**src/rtl/rv32i_pkg.sv**
```systemverilog
// ---------------------------------------------------------------------------
// rv32i_pkg
// Shared RV32I core definitions: base opcodes, write-back source codes,
// ALU operation classes and the packed main-control word.
// ---------------------------------------------------------------------------
package rv32i_pkg;

  // Base opcodes (instruction bits [6:0])
  localparam logic [6:0] OPC_OP     = 7'b0110011;
  localparam logic [6:0] OPC_OP_IMM = 7'b0010011;
  localparam logic [6:0] OPC_LOAD   = 7'b0000011;
  localparam logic [6:0] OPC_STORE  = 7'b0100011;
  localparam logic [6:0] OPC_BRANCH = 7'b1100011;
  localparam logic [6:0] OPC_JAL    = 7'b1101111;
  localparam logic [6:0] OPC_JALR   = 7'b1100111;
  localparam logic [6:0] OPC_LUI    = 7'b0110111;
  localparam logic [6:0] OPC_AUIPC  = 7'b0010111;

  // Write-back source select
  localparam logic [2:0] WB_SEL_ALU   = 3'b000;
  localparam logic [2:0] WB_SEL_LOAD  = 3'b001;
  localparam logic [2:0] WB_SEL_PC4   = 3'b010;
  localparam logic [2:0] WB_SEL_UIMM  = 3'b011;
  localparam logic [2:0] WB_SEL_AUIPC = 3'b100;

  // ALU operation class
  localparam logic [1:0] ALU_OP_ADD    = 2'b00;
  localparam logic [1:0] ALU_OP_BRANCH = 2'b01;
  localparam logic [1:0] ALU_OP_RTYPE  = 2'b10;
  localparam logic [1:0] ALU_OP_ITYPE  = 2'b11;

  // Main control word
  typedef struct packed {
    logic       reg_write;
    logic [2:0] wb_sel;
    logic       alu_src;
    logic [1:0] alu_op;
    logic       use_pc_as_alu_a;
    logic       mem_read;
    logic       mem_write;
    logic       branch;
    logic       jump;
    logic       jalr;
  } ctrl_t;

  // Safe default: no state is written, no memory access, no control transfer.
  localparam ctrl_t CTRL_NOP = '0;

endpackage : rv32i_pkg

```
**src/rtl/rv32i_ctrl_decode.sv**
```systemverilog
// ---------------------------------------------------------------------------
// rv32i_ctrl_decode
// Purely combinational opcode decoder for the RV32I main control unit.
// Ports:
//   opcode  (in,  7) : instruction bits [6:0]
//   ctrl    (out)    : decoded control word
//   illegal (out, 1) : opcode is not one of the nine supported base opcodes
// ---------------------------------------------------------------------------
module rv32i_ctrl_decode
  import rv32i_pkg::*;
(
  input  logic [6:0] opcode,
  output ctrl_t      ctrl,
  output logic       illegal
);

  always_comb begin
    ctrl    = CTRL_NOP;
    illegal = 1'b0;
    case (opcode)
      OPC_OP: begin
        ctrl.reg_write = 1'b1;
        ctrl.wb_sel    = WB_SEL_ALU;
        ctrl.alu_src   = 1'b0;
        ctrl.alu_op    = ALU_OP_RTYPE;
      end
      OPC_OP_IMM: begin
        ctrl.reg_write = 1'b1;
        ctrl.wb_sel    = WB_SEL_ALU;
        ctrl.alu_src   = 1'b1;
        ctrl.alu_op    = ALU_OP_ITYPE;
      end
      OPC_LOAD: begin
        ctrl.reg_write = 1'b1;
        ctrl.wb_sel    = WB_SEL_LOAD;
        ctrl.alu_src   = 1'b1;
        ctrl.alu_op    = ALU_OP_ADD;
        ctrl.mem_read  = 1'b1;
      end
      OPC_STORE: begin
        ctrl.alu_src   = 1'b1;
        ctrl.alu_op    = ALU_OP_ADD;
        ctrl.mem_write = 1'b1;
      end
      OPC_BRANCH: begin
        ctrl.alu_src   = 1'b0;
        ctrl.alu_op    = ALU_OP_BRANCH;
        ctrl.branch    = 1'b1;
      end
      OPC_JAL: begin
        ctrl.reg_write = 1'b1;
        ctrl.wb_sel    = WB_SEL_PC4;
        ctrl.alu_src   = 1'b0;
        ctrl.jump      = 1'b1;
      end
      OPC_JALR: begin
        ctrl.reg_write = 1'b1;
        ctrl.wb_sel    = WB_SEL_PC4;
        ctrl.alu_src   = 1'b1;
        ctrl.jalr      = 1'b1;
      end
      OPC_LUI: begin
        ctrl.reg_write = 1'b1;
        ctrl.wb_sel    = WB_SEL_UIMM;
        ctrl.alu_src   = 1'b0;
      end
      OPC_AUIPC: begin
        ctrl.reg_write       = 1'b1;
        ctrl.wb_sel          = WB_SEL_AUIPC;
        ctrl.alu_src         = 1'b1;
        ctrl.use_pc_as_alu_a = 1'b1;
      end
      default: begin
        ctrl    = CTRL_NOP;
        illegal = 1'b1;
      end
    endcase
  end

endmodule : rv32i_ctrl_decode

```
**src/rtl/rv32i_decoder_controller.sv**
```systemverilog
// ---------------------------------------------------------------------------
// rv32i_decoder_controller
// Main control unit of the RV32I core. Decodes the opcode and registers the
// resulting control word; outputs are valid one cycle after sampling.
// Ports:
//   clk, rst_n        : clock, synchronous active-low reset
//   in_valid          : opcode/funct fields valid this cycle
//   opcode/funct3/7   : instruction fields
//   out_valid         : registered control word valid
//   reg_write, wb_sel, alu_src, alu_op, use_pc_as_alu_a,
//   mem_read, mem_write, branch, jump, jalr : control word
//   illegal           : unsupported opcode
// ---------------------------------------------------------------------------
module rv32i_decoder_controller
  import rv32i_pkg::*;
(
  input  logic       clk,
  input  logic       rst_n,
  input  logic       in_valid,
  input  logic [6:0] opcode,
  input  logic [2:0] funct3,
  input  logic [6:0] funct7,
  output logic       out_valid,
  output logic       reg_write,
  output logic [2:0] wb_sel,
  output logic       alu_src,
  output logic [1:0] alu_op,
  output logic       use_pc_as_alu_a,
  output logic       mem_read,
  output logic       mem_write,
  output logic       branch,
  output logic       jump,
  output logic       jalr,
  output logic       illegal
);

  // funct3/funct7 are part of the interface for the downstream ALU decode
  // but do not influence the main control word.
  logic unused_funct;
  assign unused_funct = ^{funct3, funct7};

  ctrl_t dec_ctrl;
  logic  dec_illegal;

  rv32i_ctrl_decode u_decode (
    .opcode  (opcode),
    .ctrl    (dec_ctrl),
    .illegal (dec_illegal)
  );

  ctrl_t ctrl_d, ctrl_q;
  logic  illegal_d, illegal_q;
  logic  valid_d, valid_q;

  // A bubble loads the all-zero word so nothing downstream writes state.
  always_comb begin
    ctrl_d    = CTRL_NOP;
    illegal_d = 1'b0;
    valid_d   = 1'b0;
    if (in_valid) begin
      ctrl_d    = dec_ctrl;
      illegal_d = dec_illegal;
      valid_d   = 1'b1;
    end
  end

  always_ff @(posedge clk) begin
    if (!rst_n) begin
      ctrl_q    <= CTRL_NOP;
      illegal_q <= 1'b0;
      valid_q   <= 1'b0;
    end else begin
      ctrl_q    <= ctrl_d;
      illegal_q <= illegal_d;
      valid_q   <= valid_d;
    end
  end

  assign out_valid       = valid_q;
  assign illegal         = illegal_q;
  assign reg_write       = ctrl_q.reg_write;
  assign wb_sel          = ctrl_q.wb_sel;
  assign alu_src         = ctrl_q.alu_src;
  assign alu_op          = ctrl_q.alu_op;
  assign use_pc_as_alu_a = ctrl_q.use_pc_as_alu_a;
  assign mem_read        = ctrl_q.mem_read;
  assign mem_write       = ctrl_q.mem_write;
  assign branch          = ctrl_q.branch;
  assign jump            = ctrl_q.jump;
  assign jalr            = ctrl_q.jalr;

endmodule : rv32i_decoder_controller

```
**config.mk**
```make
export PLATFORM = sky130hd
export DESIGN_NAME = rv32i_decoder_controller
export DESIGN_NICKNAME = d
export VERILOG_FILES = /design/src/rtl/rv32i_pkg.sv /design/src/rtl/rv32i_ctrl_decode.sv /design/src/rtl/rv32i_decoder_controller.sv
export SDC_FILE = /design/constraint.sdc
export NUM_CORES = 1
export LEC_CHECK = 0
export CAP_MARGIN = 20
export CORE_MARGIN = 1.5
export CORE_UTILIZATION = 41
export DETAILED_ROUTE_END_ITERATION = 7
export PLACE_DENSITY = 0.78
export SYNTH_ARGS = -nofsm -noshare
export SYNTH_HDL_FRONTEND = slang
export SYNTH_HIERARCHICAL = 1
export SYNTH_SLANG_ARGS = --single-unit
export TNS_END_PERCENT = 100
```
**constraint.sdc**
```tcl
create_clock -name clk -period 2.55 [get_ports clk]
set_input_delay 0.765 -clock clk [delete_from_list [all_inputs] [get_ports clk]]
set_output_delay 0.765 -clock clk [all_outputs]
set_load 0.03 [all_outputs]
```
== Yosys cells after proc, flatten, opt, wreduce, memory -nomap -nowiden ==
Cells that the tools add are included.
Cells by class
  equality and inequality tests: 9
  mux-type cells: 11
  reduce and logical (&&, ||, !) cells: 5
Operators with widths (number)
  equality test 7 x 6 -> 1 bit (second input constant): 3
  equality test 7 bit (second input constant): 3
  one-hot mux 4 bit (5 select lines): 1
  equality test 7 x 5 -> 1 bit (second input constant): 2
  two-way mux 1 bit: 9
  OR reduction 9 bit: 1
  equality test 7 x 2 -> 1 bit (second input constant): 1
  one-hot mux 2 bit (3 select lines): 1
  OR reduction 5 bit: 1
  OR reduction 2 bit: 2
  AND reduction 2 bit: 1
Storage, ports and cells
  flip-flop bits (word level): 15
  input port bits: 20
  output and inout port bits: 15
  word-level logic and storage cells: 37

== Logic depth before layout (Yosys ltp) ==
Gate-level depths: netlist of run 1.
  depth after elaboration: 3
  gate-level depth with buffers: 5
  mapped depth without buffers: 4

== Hierarchy ==
The synthesis of run 1 kept the hierarchy.
Modules (own cells, without submodules)
  rv32i_decoder_controller: times used 1, cells an instance 32, area each 420.4 um2, seq. area each 300.3 um2
  rv32i_ctrl_decode: times used 1, cells an instance 38, area each 264.0 um2, seq. area each 0.0 um2

== Worst setup path before layout of run 1 ==
Ideal clock, no wire load.
  kind: input port to flip-flop
  from: input port opcode[5]
  to: register ctrl_q (netlist bit wb_sel[0])
  setup time: 59 ps
  arrival: 1623 ps
  required time: 2491 ps
  path slack: 869 ps
  stages on the path: 4
  buffers on the path: 1
  cell sequence: buf_6 -> or3_4 -> a211oi_2 -> and3_2
RTL lines
  start, declared: line rv32i_decoder_controller.sv:20  | input logic [6:0] opcode,
  end signal, assigned: line rv32i_decoder_controller.sv:73  | ctrl_q <= ctrl_d;
  end, declared: line rv32i_decoder_controller.sv:51  | ctrl_t ctrl_d, ctrl_q;

== Worst setup path after layout of run 1 ==
  from: register ctrl_q (netlist bit mem_read)
  to: output port mem_read
RTL lines
  end, declared: line rv32i_decoder_controller.sv:29  | output logic mem_read,
No word-level cell between the ends.

==> reports/metrics.yaml, run 1 <==
portBuffers: 24
wl_per_cell_um: 11.4
fp.dieH_um: 43.9
ys_warn_count: 6
avgViaCountPerCell: 5.09
critPathMaxFanout: 1
area_delta_synth_final_pct: 34.2
p_leak_nw: 0.376
clock_path_buffers: 2
finalCritPeriodShare_pct: 79.6
syn_area_um2: 684
setup_viol: 0
synth-seq-cells: 15
cp.required_ps: 1790
fin_tns_setup_ps: 0
ant_nets: 0
max_stage_delay_ps: 660
yosysTopAreaCell: "dfxtp_1"
overflow: 0
final_nets: 114
use_met2_pct: 25.3
grt_pass1_vias: 466
fmax_mhz: 493
path_cells: "clkdlybuf4s50_1"
cts-buffers-inserted: 3
syn_area_per_cell_um2: 9.78
fill_cells: 145
final_core_util_pct: 59.6
io_pins: 35
cts_num_sinks: 15
p_per_area_nw_per_um2: 458
max-cap-violations: 0
rsz0062_at_grt: "false"
via_count: 555
fin_crit_ps: 2030
grt_use_total_pct: 15.1
arrival_ps: 1260
diodes: 0
whs_ps: 1270
cts_htree_levels: 1
dp_hpwl_um: 944
cts_tree: "done"
grt_max_degree: 16
ir_drop_mv: 0.272
multiInputGateArea_um2: 328
cts.reportedPaths.clkPinSlew_ps: 80
routed_wl_mm: 1.24
met1_usage_pct: 15.7
crit_buf_inv: 1
yosysTopAreaCellShare_pct: 43.9
post-route-drc-count: 0
ctsResizeCount: 0
ys_seq_area_share_pct: 43.9
syn_inst: 70
ys.flop_type: "dfxtp_1"
gp_congestion: 0.808
relSlewSlack_pct: 72.6
grt_pass1_wl_mm: 2.04
synthTopCellsByArea: "dfxtp_1 (44%), and3_1 (8.2%), buf_6 (6.6%)"
hold_path.class: "in -> reg"
dp.cells: 105
crit_slowest_cell: "clkdlybuf4s50_1"
syn-num-nets: 90
core-area_um2: 1540
die_w_um: 43.9
first_pass_iters: 4
post-cts-setup-buffer-count: 0
hold_viol: 0
instances_no_fill: 109
synthDistinctLibCells: 25
drt-initial-drc-count: 11
rows: 14
initial_core_util_pct: 44.4
grt_antenna_before_repair: 0
die-area_um2: 1920
synth_edf_count: 0
status: "complete, no violations"
top_usage_layer: "met2"
cp-start-kind: "register"
crit_family: "buffers and inverters"
cts_root_buf: "clkbuf_4"
slew_violations: 0
ys_async_sr_fraction_pct: 0
ff_latch_area_um2: 300
critical_path_class: "reg -> out"
drive_above_1_share_pct: 16.1
grtUsageMet3_pct: 6.25
hold_buffers: 0
endpoint_kind: "output port"
worst_slew_pin_slew_ps: 410
==> path summary, 6_finish.rpt <==
| check | startpoint | end | cells past startpoint |
|---|---|---|---|
| setup / recovery | mem_read | mem_read | 1 |
| hold / removal | opcode[0] | jump | 4 |
==> per-layer routing <==
metal	up-vias	wire length [µm]
met5	-	0
met4	0	15
met1	239	506
met2	19	655
li1	295	-
met3	2	67
==> cell usage in the layout (no fill, tap or decap) <==
cell | synthesis | final
a211oi_2 | 1 | 1
a21o_1 | 2 | 2
a21oi_1 | 2 | 2
a31oi_1 | 1 | 1
and2_2 | 1 | 1
and3_1 | 9 | 9
and3_2 | 5 | 5
clkbuf_1 | 0 | 1
clkbuf_4 | 0 | 3
clkdlybuf4s50_1 | 0 | 24
dfxtp_1 | 15 | 15
inv_1 | 1 | 1
nand2_1 | 2 | 2
nand2_2 | 1 | 1
nand2b_1 | 2 | 2
nand3_1 | 2 | 2
nand3b_4 | 1 | 1
nor2_1 | 6 | 6
nor3_1 | 1 | 1
nor4_1 | 3 | 3
nor4b_2 | 1 | 1
o21a_1 | 1 | 1
o21ai_0 | 2 | 2
or2_1 | 3 | 3
or3_1 | 1 | 1
or3_4 | 2 | 2
==> power breakdown <==
group | internal [mW] | leakage (nW) | switching [mW] | total [mW]
Combinational | 0.0269 | 0.239 | 0.0308 | 0.0577
Sequential | 0.236 | 0.121 | 0.000563 | 0.237
Clock | 0.0605 | 0.0150 | 0.0655 | 0.126
Total | 0.324 | 0.376 | 0.0969 | 0.421
==> synth_stat cells, drive strengths merged, types with 2 or more instances <==
| cell | number |
|---|---|
| or2 | 3 |
| nor4 | 3 |
| or3 | 3 |
| nand2 | 3 |
| nand2b | 2 |
| nand3 | 2 |
| dfxtp | 15 |
| nor2 | 6 |
| a21oi | 2 |
| o21ai | 2 |
| a21o | 2 |
| buf | 5 |
| and3 | 14 |
==> sequential cells by signal, summed over array words and instances (netlist names) <==
signal / flops
alu_op: 2
alu_src: 1
branch: 1
illegal: 1
jalr: 1
jump: 1
mem_read: 1
mem_write: 1
out_valid: 1
reg_write: 1
use_pc_as_alu_a: 1
wb_sel: 3
==> cells by family after synthesis <==
logic type | after synthesis | share of synthesized area, %
DFF | 15 | 43.9
buffers and inverters | 6 | 8.23
and+or+nand+nor | 40 | 38.9
AOI/OAI and AO/OA | 9 | 8.96
==> cell type report <==
| cell class | count | area share (%) |
|---|---|---|
| clock buffer | 4 | 2.86 |
| inverter | 1 | 0.409 |
| multi-input combinational | 49 | 35.7 |
| sequential | 15 | 32.7 |
| tap | 16 | 2.18 |
| timing repair buffer | 24 | 26.2 |
==> metrics by stage <==
step	cell area, µm²	setup WS [ps]	total power, mW
floorplan	684	869	0.280
global placement	892	265	0.299
detailed placement	892	261	0.300
CTS	918	502	0.425
global route	918	454	0.443
finish	918	521	0.421
Note: power is estimated with default switching activity, not from simulation.
==> run 2: changes to the inputs <==
--- a/config.mk
+++ b/config.mk
@@ -7,9 +7,9 @@
 export LEC_CHECK = 0
 export CAP_MARGIN = 20
 export CORE_MARGIN = 1.5
-export CORE_UTILIZATION = 41
+export CORE_UTILIZATION = 34
 export DETAILED_ROUTE_END_ITERATION = 7
-export PLACE_DENSITY = 0.78
+export PLACE_DENSITY = 0.69
 export SYNTH_ARGS = -nofsm -noshare
 export SYNTH_HDL_FRONTEND = slang
 export SYNTH_HIERARCHICAL = 1
==> constraint.sdc (replaced) <==
create_clock -name clk -period 1.75 [get_ports clk]
set_input_delay 0.525 -clock clk [delete_from_list [all_inputs] [get_ports clk]]
set_output_delay 0.525 -clock clk [all_outputs]
set_load 0.03 [all_outputs]
==> run 2 against run 1 <==
Against the previous run:
- utilization down 8.0 points
- hold slack worse by 360 ps
- die area up 19%
- setup slack worse by 410 ps
- global-route usage down 1.9 points
- wire length up 5.3%
- largest cell class unchanged
- critical path depth up 3
- critical path type is now in -> reg
- largest power group unchanged
- combinational power up 71%
- sequential share of layout area down 2.4 points
==> reports/metrics.yaml, run 2 (synthesis gave the netlist of run 1 again) <==
status: "complete, no violations"
relSlewSlack_pct: 75.1  # +2.5 points
first_pass_iters: 4  # unchanged
grt_antenna_before_repair: 0  # unchanged
p_per_area_nw_per_um2: 640  # +40%
cts.reportedPaths.clkPinSlew_ps: 80  # about the same
p_sw_uw: 155  # +60%
setup_viol: 0  # unchanged
overflow: 0  # unchanged
die-area_um2: 2290  # +19%
cts_root_buf: "clkbuf_4"
final_cell_mix: "dfxtp_1 (15), dlygate4sd2_1 (15), buf_4 (10)"
worst_slew_pin_slew_ps: 373  # -37.8 ps
fill_cells: 204  # +41%
initial_core_util_pct: 35.6  # -8.8 points
fin_crit_ps: 1640
via_count: 590  # +6.3%
critPathMaxFanout: 7  # +6
cp.required_ps: 1980  # +190 ps
fp.dieH_um: 47.9  # +9.1%
max-cap-violations: 0  # unchanged
crit_start: "opcode[4]"
avgViaCountPerCell: 4.54  # -11%
final_nets: 124  # +8.8%
gp_congestion: 0.750  # -7.2%
rows: 16  # +2
cts-buffers-inserted: 3  # unchanged
wl_per_cell_um: 10.1  # -12%
dp_hpwl_mm: 1.04  # +10%
grt_pass1_wl_mm: 2.06  # +1.4%
cts_htree_levels: 1  # unchanged
ir_drop_mv: 0.334  # +23%
critical_path_class: "in -> reg"
cts_tree: "done"
p_int_uw: 479  # +48%
portBuffers: 24  # unchanged
diodes: 0  # unchanged
grt_pass1_vias: 501  # +7.5%
routed_wl_mm: 1.31  # +5.3%
drive_above_1_share_pct: 25.2  # +9.1 points
critical_path.endpoint: "wb_sel[0]"
hold_viol: 0  # unchanged
cts_num_sinks: 15  # unchanged
ant_nets: 0  # unchanged
final_core_util_pct: 51.6  # -8.0 points
pwr-share-comb_pct: 15.5  # +1.8 points
grt_max_degree: 16  # unchanged
dpl_cell_area_um2: 981  # +10%
finalCritPeriodShare_pct: 93.9
die_w_um: 47.9  # +9.1%
seq_power_share_pct: 54.4  # -1.9 points
p_sw_share_pct: 24.5  # +1.4 points
fmax_mhz: 609
post-route-drc-count: 0  # unchanged
cp-start-kind: "input port"
p_leak_nw: 0.504  # +34%
drt-initial-drc-count: 4  # -7
hold_path.class: "in -> reg"
area_delta_synth_final_pct: 45.0
grt_use_total_pct: 13.3  # -1.9 points
largest_reg_flops: 3  # unchanged
final_area_um2: 992  # +8.0%
core-area_um2: 1920  # +25%
clock_path_buffers: 2  # unchanged
power.share.clock_pct: 30.1  # about the same
endpoint_kind: "register"
rsz0062_at_grt: "false"
io_pins: 35  # unchanged
slew_violations: 0  # unchanged
arrival_ps: 1880  # +620 ps
==> run 2: layout make-up <==
| cell class | count | area [µm²] | area share, % |
|---|---|---|---|
| clock buffer | 3 | 22.5 | 2.27 |
| clock inverter | 1 | 5.00 | 0.504 |
| sequential | 15 | 300 | 30.3 |
| multi-input combinational | 49 | 328 | 33.0 |
| inverter | 1 | 3.75 | 0.378 |
| tap | 27 | 33.8 | 3.40 |
| timing repair buffer | 34 | 299 | 30.1 |
==> run 2: power by group through the flow <==
stage | Sequential [mW] | Clock (mW) | Combinational, mW
finish | 0.345 | 0.191 | 0.0985
floorplan | 0.361 | 0 | 0.0469
global route | 0.346 | 0.211 | 0.108
detailed placement | 0.353 | 0 | 0.101
global placement | 0.353 | 0 | 0.0991
CTS | 0.345 | 0.201 | 0.0993
==> run 2: per-stage QoR <==
step / power, mW / TNS [ps] / hold slack [ps] / worst slack, ps / instances
floorplan: 0.408 / 0 / 692 / 309 / 70
global placement: 0.452 / -1780 / 1300 / -191 / 126
detailed placement: 0.455 / -1870 / 1300 / -188 / 126
CTS: 0.646 / 0 / 988 / 101 / 130
global route: 0.665 / 0 / 941 / 32.9 / 130
finish: 0.635 / 0 / 904 / 107 / 130
==> run 2: critical path, cell delays in order <==
cell and delay [ps]:
clkdlybuf4s50_1 520, or3_4 420, a211oi_2 220, and3_2 190
==> run 2: metal layers <==
metal / global-route usage [%] / share of wire (%) / vias to the layer above
met5: 0 / 0 / -
met4: 6.49 / 2.1 / 0
met3: 3.40 / 3.7 / 2
met2: 22.7 / 49 / 15
met1: 15.3 / 45 / 259
li1: - / - / 314
==> run 2: worst min path at each step <==
stage,cells after the start,endpoint,start,slack (ps)
2_1_floorplan,1,illegal,in_valid,690
3_3_place_gp,4,jump,opcode[0],1300
3_5_place_dp,4,jump,opcode[0],1300
4_1_cts,4,jump,opcode[0],990
5_1_grt,5,branch,opcode[6],940
6_report,5,branch,opcode[6],900
==> run 2: repair_timing <==
action | 4_1_cts | 5_1_grt
resized for setup | 15 | 1
hold endpoints to repair | 0 | 0
hold buffers | 0 | 0
buffers inserted | 0 | 0
setup endpoints to repair | 15 | 1
